<file path="src/rtl/sync_fifo_param_pkg.sv">
// Shared constants and helpers for the parametrised synchronous FIFO.
// Holds the default geometry used by the cpu_top queues and the pointer-width rule.
package sync_fifo_param_pkg;

  // Default data width and depth of a cpu_top queue.
  localparam int FIFO_DEF_WIDTH = 32;
  localparam int FIFO_DEF_DEPTH = 16;

  // Pointers carry one extra wrap bit above the index bits.
  // The occupancy count uses the same width so it can reach DEPTH.
  function automatic int fifo_ptr_width(input int depth);
    return $clog2(depth) + 1;
  endfunction

endpackage

</file>
<file path="src/rtl/sync_fifo_param_ram.sv">
// DEPTH x WIDTH storage for sync_fifo_param.
// One synchronous write port and one read address port.
// The read is asynchronous in first-word-fall-through mode and registered otherwise.
module sync_fifo_param_ram
  import sync_fifo_param_pkg::*;
#(
  parameter int WIDTH = FIFO_DEF_WIDTH,
  parameter int DEPTH = FIFO_DEF_DEPTH,
  parameter int AW    = $clog2(DEPTH),
  parameter bit FWFT  = 1'b0
) (
  input  logic             clk,
  input  logic             reset_n,
  input  logic             wr_en,
  input  logic [AW-1:0]    wr_addr,
  input  logic [WIDTH-1:0] wr_data,
  input  logic             rd_en,
  input  logic [AW-1:0]    rd_addr,
  output logic [WIDTH-1:0] rd_data
);

  logic [WIDTH-1:0] r_mem [DEPTH];

  // Storage write; the array itself is never reset.
  always_ff @(posedge clk) begin
    if (wr_en) begin
      r_mem[wr_addr] <= wr_data;
    end
  end

  generate
    if (FWFT) begin : g_async_rd
      // The head entry is simply presented, so the read strobe and reset are not needed here.
      logic w_unused_rd;
      assign w_unused_rd = rd_en & reset_n;
      assign rd_data     = r_mem[rd_addr];
    end else begin : g_sync_rd
      logic [WIDTH-1:0] r_rd_data;
      // Registered read: capture the addressed word only on a popped read, otherwise hold.
      always_ff @(posedge clk or negedge reset_n) begin
        if (!reset_n) begin
          r_rd_data <= '0;
        end else if (rd_en) begin
          r_rd_data <= r_mem[rd_addr];
        end
      end
      assign rd_data = r_rd_data;
    end
  endgenerate

endmodule

</file>
<file path="src/rtl/sync_fifo_param.sv">
// Single-clock parametrised FIFO with occupancy count, programmable
// almost-full/almost-empty thresholds, synchronous flush, sticky error
// flags and a selectable first-word-fall-through read mode.
module sync_fifo_param
  import sync_fifo_param_pkg::*;
#(
  parameter int WIDTH    = FIFO_DEF_WIDTH,
  parameter int DEPTH    = FIFO_DEF_DEPTH,
  parameter int AF_LEVEL = DEPTH - 2,
  parameter int AE_LEVEL = 2,
  parameter bit FWFT     = 1'b0
) (
  input  logic                   clk,
  input  logic                   reset_n,
  input  logic                   flush,
  input  logic                   wr_en,
  input  logic [WIDTH-1:0]       wr_data,
  input  logic                   rd_en,
  output logic [WIDTH-1:0]       rd_data,
  output logic                   rd_valid,
  output logic                   full,
  output logic                   empty,
  output logic                   almost_full,
  output logic                   almost_empty,
  output logic [$clog2(DEPTH):0] count,
  output logic                   overflow,
  output logic                   underflow
);

  localparam int AW = $clog2(DEPTH);
  localparam int PW = fifo_ptr_width(DEPTH);
  localparam logic [PW-1:0] AF_THR = PW'(AF_LEVEL);
  localparam logic [PW-1:0] AE_THR = PW'(AE_LEVEL);

  logic [PW-1:0]    r_wr_ptr;
  logic [PW-1:0]    r_rd_ptr;
  logic [PW-1:0]    r_count;
  logic             r_overflow;
  logic             r_underflow;
  logic             w_full;
  logic             w_empty;
  logic             w_wr_acc;
  logic             w_rd_acc;
  logic [WIDTH-1:0] w_ram_rd;

  // Full/empty come from the pre-edge pointers: equal index with differing wrap bit is full.
  assign w_empty  = (r_wr_ptr == r_rd_ptr);
  assign w_full   = (r_wr_ptr[AW-1:0] == r_rd_ptr[AW-1:0]) && (r_wr_ptr[AW] != r_rd_ptr[AW]);

  // No bypass: a write into a full FIFO or a read from an empty one is refused
  // even when the opposite operation happens in the same cycle.
  assign w_wr_acc = wr_en && !w_full  && !flush;
  assign w_rd_acc = rd_en && !w_empty && !flush;

  // Pointers and the registered occupancy count advance together on accepted operations.
  always_ff @(posedge clk or negedge reset_n) begin
    if (!reset_n) begin
      r_wr_ptr <= '0;
      r_rd_ptr <= '0;
      r_count  <= '0;
    end else if (flush) begin
      r_wr_ptr <= '0;
      r_rd_ptr <= '0;
      r_count  <= '0;
    end else begin
      if (w_wr_acc) begin
        r_wr_ptr <= r_wr_ptr + PW'(1);
      end
      if (w_rd_acc) begin
        r_rd_ptr <= r_rd_ptr + PW'(1);
      end
      case ({w_wr_acc, w_rd_acc})
        2'b10:   r_count <= r_count + PW'(1);
        2'b01:   r_count <= r_count - PW'(1);
        default: r_count <= r_count;
      endcase
    end
  end

  // Sticky error flags: set by any refused request, cleared only by flush or reset.
  always_ff @(posedge clk or negedge reset_n) begin
    if (!reset_n) begin
      r_overflow  <= 1'b0;
      r_underflow <= 1'b0;
    end else if (flush) begin
      r_overflow  <= 1'b0;
      r_underflow <= 1'b0;
    end else begin
      r_overflow  <= r_overflow  | (wr_en && w_full);
      r_underflow <= r_underflow | (rd_en && w_empty);
    end
  end

  sync_fifo_param_ram #(
    .WIDTH (WIDTH),
    .DEPTH (DEPTH),
    .AW    (AW),
    .FWFT  (FWFT)
  ) u_ram (
    .clk     (clk),
    .reset_n (reset_n),
    .wr_en   (w_wr_acc),
    .wr_addr (r_wr_ptr[AW-1:0]),
    .wr_data (wr_data),
    .rd_en   (w_rd_acc),
    .rd_addr (r_rd_ptr[AW-1:0]),
    .rd_data (w_ram_rd)
  );

  generate
    if (FWFT) begin : g_fwft
      // Head entry is shown while data is present; zero when empty.
      assign rd_valid = !w_empty;
      assign rd_data  = w_empty ? '0 : w_ram_rd;
    end else begin : g_regrd
      logic r_rd_valid;
      // rd_valid marks the cycle right after an accepted pop.
      always_ff @(posedge clk or negedge reset_n) begin
        if (!reset_n) begin
          r_rd_valid <= 1'b0;
        end else begin
          r_rd_valid <= w_rd_acc;
        end
      end
      assign rd_valid = r_rd_valid;
      assign rd_data  = w_ram_rd;
    end
  endgenerate

  assign full         = w_full;
  assign empty        = w_empty;
  assign count        = r_count;
  assign almost_full  = (r_count >= AF_THR);
  assign almost_empty = (r_count <= AE_THR);
  assign overflow     = r_overflow;
  assign underflow    = r_underflow;

endmodule

</file>
<file path="config.mk">
export PLATFORM = sky130hd
export DESIGN_NAME = sync_fifo_param
export DESIGN_NICKNAME = d
export VERILOG_FILES = /design/src/rtl/sync_fifo_param_pkg.sv /design/src/rtl/sync_fifo_param_ram.sv /design/src/rtl/sync_fifo_param.sv
export SDC_FILE = /design/constraint.sdc
export NUM_CORES = 1
export LEC_CHECK = 0
export BUFFER_PORTS_ARGS = -buffer_cell sky130_fd_sc_hd__buf_2
export CAP_MARGIN = 5
export CORE_MARGIN = 1.5
export CORE_UTILIZATION = 55
export DETAILED_ROUTE_END_ITERATION = 7
export PLACE_DENSITY = 0.8
export SETUP_SLACK_MARGIN = 0.05
export SYNTH_ARGS = -nofsm -noshare
export SYNTH_HDL_FRONTEND = slang
export SYNTH_SLANG_ARGS = --single-unit
</file>
<file path="constraint.sdc">
create_clock -name clk -period 4.71 [get_ports clk]
set_input_delay 0.2355 -clock clk [delete_from_list [all_inputs] [get_ports clk]]
set_output_delay 0.2355 -clock clk [all_outputs]
set_load 0.02 [all_outputs]
</file>
== After elaboration in Yosys (flattened, before gate mapping) ==
Memory sizes are Yosys's and may differ from the RTL's. A register that Yosys moved wholly into a read port is not among the register bits.
Cells that the tools add are included.
Cells by class
  multiplexer cells: 10
  bitwise gates (word level): 2
  magnitude comparators: 2
  equal/unequal tests: 5
  reductions and logical operators: 14
  $add $sub $neg: 4
Operator list (number)
  $mux W5: 5
  $add A5 B1 Y5 const B: 3
  $pmux W5 S2: 1
  $logic_and A1 B1 Y1: 7
  $eq A5 B5 Y1: 1
  $ge A5 B4 Y1 const B: 1
  $le A5 B2 Y1 const B: 1
  $sub A5 B1 Y5 const B: 1
  $eq A4 B4 Y1: 1
  $logic_not A1 Y1: 4
  $mux W1: 4
  $reduce_bool A2 Y1: 2
  $reduce_bool A3 Y1: 1
  $eq A2 B1 Y1 const B: 1
  $eq A2 B2 Y1 const B: 1
  $or A1 B1 Y1: 2
  $ne A1 B1 Y1: 1
Storage, ports and cells
  bits of input ports: 37
  bits in registers: 18
  memories: 1
  bits in writable memories: 512
  output and inout bits: 44
Memories
  u_ram.r_mem: depth 16, bits a word 32, read ports 1, clocked after memory_dff 1, write ports 1, line sync_fifo_param_ram.sv:22  | logic [WIDTH-1:0] r_mem [DEPTH];

== Depth between registers and ports, before layout ==
Gate-level depths: netlist of run 1.
  depth in word-level cells: 8
  gate-level depth with buffers: 15
  depth with buffers taken out: 11

== Hierarchy ==
A second synthesis of run 1 with hierarchy kept.
Unflattened totals
  cells, all modules: 992
  area, all modules: 21934.8 um^2
By module, submodules not included
  sync_fifo_param_ram: cells each 876, instances 1, area an instance 20788.7 um^2
  sync_fifo_param: cells each 116, instances 1, area an instance 1146.1 um^2

== Worst setup path before layout of run 1 ==
Ideal clock, no wire load.
  path kind: reg2reg
  from: reg r_rd_ptr[3]
  to: mem u_ram.r_mem[0][0] in the netlist's numbering, enable pin
  path slack: -0.026 ns
  data required time: 4.208 ns
  period minus slack after synthesis: 4.736 ns
  arrival: 4.234 ns
  stages on the path, launching flop included: 6
  cell sequence: dfrtp_1 -> clkbuf_2 -> xnor2_1 -> nand4_1 -> o21ai_1 -> nor4_1
Between the ends
  word-level cells in the longest chain between the ends: 7
Ends and longest elaborated chain
  start, declared: line sync_fifo_param.sv:36  | logic [PW-1:0] r_rd_ptr;
  start signal, assigned: line sync_fifo_param.sv:70  | r_rd_ptr <= r_rd_ptr + PW'(1);
  $eq A4 B4 Y1: line sync_fifo_param.sv:48  | assign w_full = (r_wr_ptr[AW-1:0] == r_rd_ptr[AW-1:0]) && (r_wr_ptr[AW] != r_rd_ptr[AW]);
  $logic_and A1 B1 Y1: line sync_fifo_param.sv:48
  $logic_not A1 Y1: line sync_fifo_param.sv:52  | assign w_wr_acc = wr_en && !w_full && !flush;
  $logic_and A1 B1 Y1 (2 in a row): line sync_fifo_param.sv:52
  $mux W1: line sync_fifo_param_ram.sv:26  | if (wr_en) begin
  $mux W1 (not written as such): line sync_fifo_param_ram.sv:27  | r_mem[wr_addr] <= wr_data;
  end, declared: line sync_fifo_param_ram.sv:22
No other way between the ends.

== Final worst setup path of run 1 ==
  from: reg r_rd_ptr[1]
  to: reg r_count[4], in the netlist count[4]
Between the ends
  word-level cells in the longest chain between the ends: 8
  elaborated cells between the ends (all ways): 14
Ends and longest elaborated chain
  $eq A4 B4 Y1: line sync_fifo_param.sv:48
  $logic_and A1 B1 Y1: line sync_fifo_param.sv:48
  $logic_not A1 Y1: line sync_fifo_param.sv:52
  $logic_and A1 B1 Y1 (2 in a row): line sync_fifo_param.sv:52
  $eq A2 B1 Y1 / $eq A2 B2 Y1 (equally long branches): line sync_fifo_param.sv:72  | case ({w_wr_acc, w_rd_acc})
  $pmux W5 S2: line sync_fifo_param.sv:72
  $mux W5: line sync_fifo_param.sv:61  | end else if (flush) begin
  end signal, assigned: line sync_fifo_param.sv:73  | 2'b10: r_count <= r_count + PW'(1);
  end signal, assigned: line sync_fifo_param.sv:74  | 2'b01: r_count <= r_count - PW'(1);
  end signal, assigned: line sync_fifo_param.sv:75  | default: r_count <= r_count;
  end, declared: line sync_fifo_param.sv:37  | logic [PW-1:0] r_count;
Parallel ways exist; a longest one is shown, timed or not.
A chain may end at the register's enable or synchronous reset.

==> out/metrics.cfg, run 1 <==
[sta]
period_needed_ns = 3.59
relSlewSlack = 0.270
fin_skew_ns = 0.0213
setup_viol = 0
rsz0062_at_grt = false
final-hold-violation-count = 0
max_freq_mhz = 278
drv_slew = 0
setup_slack_ns = 1.12
fin_crit_sh = 0.763
worst_pin_slew_ns = 1.09

[global_route]
antenna_found_initial = 2
grt-ovfl-total = 0
grt_pass1_vias = 10700
grt_usage = 0.238
grt_max_degree = 84
grt_pass1_wl_mm = 69.6

[cells_and_area]
syn_to_final_growth_pct = 14.2
instances_no_fill = 1606
fill_cells = 2474
final_common_cell = edfxtp_1
mostFrequentLayoutCells = 512 x edfxtp_1, 160 x mux4_2, 80 x buf_2, 53 x clkbuf_16, 46 x dfrtp_1
post_route_cells_drive_above_1_share = 0.379
post-route-util = 0.639
num-nets-final = 1087

[logic_synthesis]
ys_seq_elements = 562
syn_nets = 970
syn-cell-area_um2 = 21700
synthTopCellsByArea = edfxtp_1 71%, mux4_2 17%, dfrtp_1 5.8%
synth_cell_types = 43
synth_ff_type = edfxtp_1
yosysWarnings = 0
synth_seq_area_share = 0.767
synth_largest_area_cell = edfxtp_1
synth_edf_count = 512
synth_top_area_frac = 0.709
avgSynthCellArea_um2 = 23.5
synthCells = 924
async_flop_share = 0.0890

[routing]
drtPass1Iterations = 7
wl_per_cell_um = 29.2
drc_errors = 0
vias = 10000
drtIter0Drc = 1017
ant_nets = 0
viasPerCell = 6.26
drt-total-wl_mm = 46.9

[power]
ir_drop_mv = 0.356
switching_share = 0.233
p_int_mw = 9.28
p_switching_mw = 2.82
p_per_area_nw_per_um2 = 489
combPwrFrac = 0.137
seqPwrFrac = 0.477
p_leak_nw = 7.95
power_frac_clock = 0.385

[die]
initial_core_util = 0.560
coreArea_um2 = 38700
ios = 81
rows = 72
fp.dieW_um = 202
dieArea_um2 = 40600
die_y_um = 202

[placement]
place_ws_ns = 1.18
gp_congestion = 0.775
dp_hpwl_mm = 23.2
portBuffers = 80
dp_cells = 1502

[worst_setup_path]
cp.required_ns = 5.19
arrival_ns = 4.07
crit_type = reg -> reg
crit_path_max_incr_delay_ns = 0.79
cp-end-kind = flip-flop
crit_top_cell = a21oi_1
crit_chain = xnor2_1, and4_1, a21oi_1, nor2_1, inv_1, fa_1, nand2b_1, a21oi_1, o31ai_1, or3_1, a41oi_1
r2r_setup_slack_ns = 1.12
cp_slowest_cell = dfrtp_4
crit_path_max_fanout = 36
cp-start-kind = flip-flop

[flow_run]
drv_cap = 0

[clock_tree]
ctsResizeCount = 0
cts_max_path_buffers = 3
cts_tree = built
cts_sinks = 562
cts_max_level = 2
worstSkewPairLatency_ns = 0.58
cts_buffers = 52
root_buffer = clkbuf_16
cts.clk_slew.worst_paths_ns = 0.06

[status]
status = finished clean

[worst_hold_path]
hp-class = in -> reg

==> cell usage after synthesis (4+ instances only) <==
cell type  instances
xor2_1             8
edfxtp_1         512
inv_1              8
buf_2             10
mux4_2           160
xnor2_1            8
mux2_1             4
nor2_1            36
ha_1               8
clkbuf_1          22
nand2b_1           5
dfrtp_1           50
a21oi_1            5
mux2_2            32
o211ai_1           4
buf_6             11
nor4_1             4
==> layer usage <==
layer,wire length (um),vias to the layer above,track usage,part of all wire
met4,1440,0,0.0802,0.031
met2,23600,512,0.394,0.50
met1,18500,5298,0.322,0.39
li1,-,4133,-,-
met5,0,-,0,0
met3,3350,103,0.0452,0.071
==> cell type report <==
type	instances	area [um2]	area share
diodes	3	7.51	0.000303
multi-input cells	306	4860	0.196
well taps	518	648	0.0262
clock inverters	33	480	0.0194
repair buffers	111	653	0.0264
inverters	8	30.0	0.00121
flip-flops and latches	562	16600	0.672
clock buffers	65	1450	0.0586
==> cell families after synthesis <==
| kind of cell | count (synthesis) | share of synthesized area |
|---|---|---|
| and+or+nand+nor | 60 | 0.0131 |
| buffers and inverters | 56 | 0.0143 |
| AOI/OAI and AO/OA | 23 | 0.00773 |
| DFF | 562 | 0.767 |
| muxes | 198 | 0.186 |
| xor gates and xnor gates | 16 | 0.00646 |
| adders and majority gates | 9 | 0.00554 |
==> state kept, by name (all words and copies together) (netlist names) <==
register       flops
u_ram.r_mem      512
underflow          1
u_ram.rd_data     32
overflow           1
count              5
r_rd_ptr           5
rd_valid           1
r_wr_ptr           5
==> timing repair <==
item | 4_1_cts | 5_1_grt
buffers inserted | 0 | 0
endpoints found under the setup margin | 0 | 0
hold buffers | 3 | 0
endpoints found under the hold margin | 52 | 0
==> power groups by stage <==
stage | Sequential (mW) | Combinational, mW | Clock (mW)
6_report | 5.78 | 1.66 | 4.66
4_1_cts | 5.78 | 1.69 | 4.72
3_5_place_dp | 5.87 | 1.65 | 0
3_3_place_gp | 5.87 | 1.62 | 0
2_1_floorplan | 6.01 | 1.06 | 0
5_1_grt | 5.80 | 1.78 | 4.90
==> per-stage QoR <==
stage	cell area, um2	hold slack (ns)	setup TNS, ns	power [mW]
after global routing	24800	0.00244	0	12.5
after floorplan	21700	-0.0601	-3.31	7.08
after CTS	24800	0.000771	0	12.2
after global placement	22800	0.475	0	7.49
final	24800	0.0243	0	12.1
after detailed placement	22800	0.484	0	7.53
==> worst max-delay path: cells and delay by family, from the launching register on <==
kind | cells | cell delay, ns
flip-flops | 1 | 0.79
AO/OA/AOI/OAI | 4 | 0.85
adder cells (fa/ha/maj) | 1 | 0.41
XOR/XNOR | 1 | 0.19
buffers and inverters | 1 | 0.10
AND/OR/NAND/NOR | 4 | 1.17
==> path summary, 6_finish.rpt <==
kind                                    startpoint                       endpoint  cells past startpoint
min                                    wr_data[13]   u_ram.r_mem[0][13]$_DFFE_PP_                      1
min reg2reg                    underflow$_DFF_PN0_            underflow$_DFF_PN0_                      2
max in group asynchronous                  reset_n        r_rd_ptr[0]$_DFFE_PN0P_                      3
min in group asynchronous                  reset_n  u_ram.rd_data[20]$_DFFE_PN0P_                      3
max                        r_rd_ptr[1]$_DFFE_PN0P_           count[4]$_DFFE_PN0P_                     11
max reg2reg                r_rd_ptr[1]$_DFFE_PN0P_           count[4]$_DFFE_PN0P_                     11
(Power assumes the default switching activity.)
==> run 2, diff against run 1 <==
==> constraint.sdc (replaced) <==
create_clock -name clk -period 3 [get_ports clk]
set_input_delay 0.15 -clock clk [delete_from_list [all_inputs] [get_ports clk]]
set_output_delay 0.15 -clock clk [all_outputs]
set_load 0.02 [all_outputs]
==> run 2 against run 1 <==
  * Wire length grew 3.0%
  * Flip-flop and latch count is the same
  * Register-to-register slack lost 0.88 ns
  * Die area is the same
  * Cell count grew 3.2%
  * Cell area grew 1.7%
  * Hold slack gained 0.032 ns
  * Fmax grew 30%
  * Critical endpoint is now u_ram.rd_data[16]$_DFFE_PN0P_
==> out/metrics.cfg, run 2 (synthesized netlist as in run 1, its figures left out) <==
[status]
status = finished clean

[cells_and_area]
num-nets-final = 1141
post_route_cells_drive_above_1_share = 0.378
largest_register_ffs = 512
fill_cells = 2431
instances_no_fill = 1658
top_register = u_ram.r_mem
syn_to_final_growth_pct = 16.2
final_area_um2 = 25200
final_common_cell = edfxtp_1
mostFrequentLayoutCells = 512 x edfxtp_1, 160 x mux4_2, 80 x buf_2, 53 x clkbuf_16, 46 x dfrtp_1

[global_route]
grt_max_degree = 132
grt_usage = 0.245
grt-ovfl-total = 0
grt_pass1_wl_mm = 72.0
grt_pass1_vias = 11100
antenna_found_initial = 0

[placement]
dp_hpwl_mm = 23.7
gp_congestion = 0.739
dp_cells = 1524
portBuffers = 80
placed_area_um2 = 23100

[sta]
final-hold-violation-count = 0
relSlewSlack = 0.239
setup_viol = 0
rsz0062_at_grt = false
drv_slew = 0
worst_pin_slew_ns = 1.14
max_freq_mhz = 363
fin_skew_ns = 0.0156
fin_crit_sh = 0.919
period_needed_ns = 2.76

[worst_setup_path]
cp-end-kind = flip-flop
cp-start-kind = flip-flop
crit_type = reg -> reg
arrival_ns = 3.22
crit_path_max_fanout = 54
cp.required_ns = 3.46

[die]
dieArea_um2 = 40600
coreArea_um2 = 38700
die_y_um = 202
fp.dieW_um = 202
ios = 81
initial_core_util = 0.560
rows = 72

[power]
seqPwrFrac = 0.491
ir_drop_mv = 0.421
power_frac_clock = 0.361
p_leak_nw = 8.13
p_per_area_nw_per_um2 = 733
p_int_mw = 14.0
finalPower_mw = 18.5
p_switching_mw = 4.42
switching_share = 0.240
combPwrFrac = 0.149

[clock_tree]
cts_buffers = 52
cts_max_level = 2
cts_sinks = 562
worstSkewPairLatency_ns = 0.58
cts_max_path_buffers = 3
cts_setup_buffers = 0
cts_tree = built
cts.clk_slew.worst_paths_ns = 0.06
root_buffer = clkbuf_16

[worst_hold_path]
hp-class = in -> reg

[routing]
drt-total-wl_mm = 48.3
drc_errors = 0
drtPass1Iterations = 5
vias = 10400
wl_per_cell_um = 29.1
ant_nets = 0
drtIter0Drc = 1252
viasPerCell = 6.28

[flow_run]
drv_cap = 0

run 2: worst max-delay path, stage by stage (launching register included):
cell	delay, ns
dfrtp_4	0.43
buf_4	0.33
buf_12	0.42
mux4_2	0.60
mux4_2	0.53
mux2_2	0.28
run 2: cell type report:
cell class	count	area, um2	area share
well taps	518	648	0.0257
inverters	8	30.0	0.00119
repair buffers	165	1200	0.0477
diodes	1	2.50	0.0000994
flip-flops and latches	562	16600	0.661
clock inverters	31	313	0.0124
multi-input cells	306	4940	0.196
clock buffers	67	1420	0.0563
run 2: worst paths after layout:
| check | from | endpoint | slack [ns] | cells after the start |
|---|---|---|---|---|
| worst max-delay path | r_rd_ptr[0]$_DFFE_PN0P_ | u_ram.rd_data[16]$_DFFE_PN0P_ | 0.24 | 5 |
| worst min-delay path | flush | overflow$_DFF_PN0_ | 0.06 | 3 |
| worst max register to register | r_rd_ptr[0]$_DFFE_PN0P_ | u_ram.rd_data[16]$_DFFE_PN0P_ | 0.24 | 5 |
| worst min register to register | u_ram.rd_data[3]$_DFFE_PN0P_ | u_ram.rd_data[3]$_DFFE_PN0P_ | 0.50 | 1 |
| max in group asynchronous | reset_n | r_rd_ptr[0]$_DFFE_PN0P_ | 1.82 | 2 |
| min in group asynchronous | reset_n | count[0]$_DFFE_PN0P_ | 0.34 | 2 |
run 2: per-stage QoR:
step / util / hold slack (ns) / setup TNS [ns] / setup slack, ns
final: 0.650 / 0.0561 / 0 / 0.242
after global routing: 0.650 / 0.0762 / 0 / 0.0931
after CTS: 0.650 / 0.0399 / 0 / 0.138
after detailed placement: 0.596 / 0.423 / 0 / 0.250
after global placement: 0.596 / 0.412 / 0 / 0.284
after floorplan: - / -0.146 / -56.09 / -0.438
run 2: power by group through the flow:
stage                     sequential, mW  combinational (mW)  clock (mW)
after floorplan                     9.44                1.69           0
after global placement              9.20                2.63           0
after detailed placement            9.21                2.68           0
after CTS                           9.05                2.77        6.76
after global routing                9.08                2.92        7.03
final                               9.06                2.74        6.66
run 2: repair_timing:
action / 4_1_cts / 5_1_grt
hold endpoints to repair: 550 / 0
hold buffers: 35 / 0
gates resized for setup: 0 / 3
endpoints found under the setup margin: 0 / 1
run 2: metal layers:
layer  GRT usage  vias up  wire length, um
li1            -     4236                -
met5           0        -                0
met1       0.330     5483            18400
met4      0.0866        0             1480
met2       0.409      583            24700
met3      0.0421      111             3780
==> run 3, diff against run 2 <==
--- a/config.mk
+++ b/config.mk
@@ -5,11 +5,12 @@
 export SDC_FILE = /design/constraint.sdc
 export NUM_CORES = 1
 export LEC_CHECK = 0
-export BUFFER_PORTS_ARGS = -buffer_cell sky130_fd_sc_hd__buf_2
+export BUFFER_PORTS_ARGS = -buffer_cell sky130_fd_sc_hd__buf_4
 export CAP_MARGIN = 5
 export CORE_MARGIN = 1.5
 export CORE_UTILIZATION = 55
 export DETAILED_ROUTE_END_ITERATION = 7
+export GPL_ROUTABILITY_DRIVEN = 0
 export PLACE_DENSITY = 0.8
 export SETUP_SLACK_MARGIN = 0.05
 export SYNTH_ARGS = -nofsm -noshare
==> run 3 against run 2 <==
  * Sequential share of layout area shrank 0.79 points
  * Combinational power grew 4%
  * Global-route usage shrank 0.10 points
  * Largest cell class unchanged
==> out/metrics.cfg, run 3 (synthesized netlist as in run 1, its figures left out) <==
[power]
p_leak_nw = 8.24
ir_drop_mv = 0.465
p_per_area_nw_per_um2 = 743

[cells_and_area]
final_common_cell = edfxtp_1
seq_area_um2 = 16600
multi_input_area_um2 = 4930
largest_register_ffs = 512
mostFrequentLayoutCells = 512 x edfxtp_1, 160 x mux4_2, 120 x buf_4, 55 x clkbuf_16, 46 x dfrtp_1
post_route_cells_drive_above_1_share = 0.377
top_register = u_ram.r_mem
syn_to_final_growth_pct = 17.6
num-nets-final = 1142
fill_cells = 2377
instances_no_fill = 1662

[placement]
place_ws_ns = 0.154
dp_cells = 1520
dp_hpwl_mm = 24.1
portBuffers = 80

[routing]
vias = 10400
wl_per_cell_um = 28.8
drc_errors = 0
drtIter0Drc = 1033
drt-total-wl_mm = 47.8
ant_nets = 0
drtPass1Iterations = 5
viasPerCell = 6.24

[clock_tree]
cts_max_path_buffers = 3
cts_max_level = 2
cts.clk_slew.worst_paths_ns = 0.06
cts_buffers = 54
cts_setup_buffers = 0
root_buffer = clkbuf_16
cts_tree = built
cts_sinks = 562
worstSkewPairLatency_ns = 0.61

[die]
rows = 72
dieArea_um2 = 40600
initial_core_util = 0.560
ios = 81
coreArea_um2 = 38700
die_y_um = 202
fp.dieW_um = 202

[worst_setup_path]
arrival_ns = 3.31
crit_path_max_incr_delay_ns = 0.51
cp-end-kind = flip-flop
worst-path-buf-inv = 1
crit_path_max_fanout = 6
cp.required_ns = 3.51
cp_slowest_cell = dfrtp_4
crit_type = reg -> reg
cp-start-kind = flip-flop
crit_chain = xnor2_1, and4_4, a211o_2, nor2_4, inv_1, fa_2, nand2b_4, a21oi_4, o31ai_2, or3_1, a41oi_1
crit_family = compound AO/OA/AOI/OAI gates

[global_route]
grt_pass1_vias = 11100
grt_use_met3 = 0.0470
grt_usage = 0.244
grt-ovfl-total = 0
met1_usage = 0.323
antenna_found_initial = 3
gr-max-usage-layer = met2
grt_max_degree = 132
grt_pass1_wl_mm = 71.4
grt_use_met2 = 0.405

[sta]
worst_pin_slew_ns = 1.15
period_needed_ns = 2.81
final-hold-violation-count = 0
relSlewSlack = 0.230
fin_skew_ns = 0.0154
setup_slack_ns = 0.192
drv_slew = 0
fin_crit_sh = 0.936
setup_viol = 0
max_freq_mhz = 356
rsz0062_at_grt = false

[flow_run]
drv_cap = 0

[worst_hold_path]
hp-class = in -> async

[status]
status = finished clean

-- run 3: final cells by class --
| cell class | count | area share |
|---|---|---|
| clock inverter | 29 | 0.0140 |
| inverter | 8 | 0.00118 |
| multi-input combinational | 306 | 0.193 |
| timing repair buffer | 164 | 0.0550 |
| antenna | 2 | 0.000196 |
| sequential | 562 | 0.653 |
| tap | 518 | 0.0254 |
| clock buffer | 73 | 0.0582 |
-- run 3: power breakdown --
part	internal, mW	total (mW)	switching [mW]	leakage [nW]
Clock	4.10	7.02	2.92	0.899
Sequential	8.85	9.06	0.218	5.23
Combinational	1.47	2.86	1.39	2.11
Total	14.4	18.9	4.53	8.24
-- run 3: worst paths after layout --
check / start / end / slack, ns / cells past startpoint
setup / recovery: r_rd_ptr[0]$_DFFE_PN0P_ / count[4]$_DFFE_PN0P_ / 0.19 / 11
hold / removal: reset_n / u_ram.rd_data[31]$_DFFE_PN0P_ / 0.22 / 2
setup reg to reg: r_rd_ptr[0]$_DFFE_PN0P_ / count[4]$_DFFE_PN0P_ / 0.19 / 11
hold reg to reg: u_ram.rd_data[3]$_DFFE_PN0P_ / u_ram.rd_data[3]$_DFFE_PN0P_ / 0.51 / 1
max in group asynchronous: reset_n / r_rd_ptr[0]$_DFFE_PN0P_ / 2.12 / 2
min in group clk: wr_data[11] / u_ram.r_mem[5][11]$_DFFE_PP_ / 0.38 / 2
-- run 3: worst reg2reg max path, stage by stage (launching register included) --
cell and delay, ns:
dfrtp_4 0.51, xnor2_1 0.16, and4_4 0.20, a211o_2 0.36
nor2_4 0.12, inv_1 0.07, fa_2 0.36, nand2b_4 0.16
a21oi_4 0.18, o31ai_2 0.09, or3_1 0.32, a41oi_1 0.18
-- run 3: layer usage --
metal	vias to the layer above	routed length, um
met1	5495	18500
met3	118	3240
li1	4247	-
met5	-	21
met2	506	24400
met4	4	1620
-- run 3: stage by stage --
step                total power [mW]  utilization  TNS [ns]  cell area, um2  hold slack (ns)
global placement                12.0        0.600         0           23300            0.336
detailed placement              12.0        0.600         0           23300            0.334
CTS                             19.1        0.658         0           25500            0.242
global route                    19.6        0.658         0           25500            0.291
finish                          18.9        0.658         0           25500            0.225
floorplan                       11.1            -    -56.09           21800           -0.146
-- run 3: repair_timing --
action | in CTS | in global routing
hold buffers | 38 | 0
endpoints found under the hold margin | 576 | 0
gates resized for setup | 0 | 2
endpoints found under the setup margin | 0 | 1
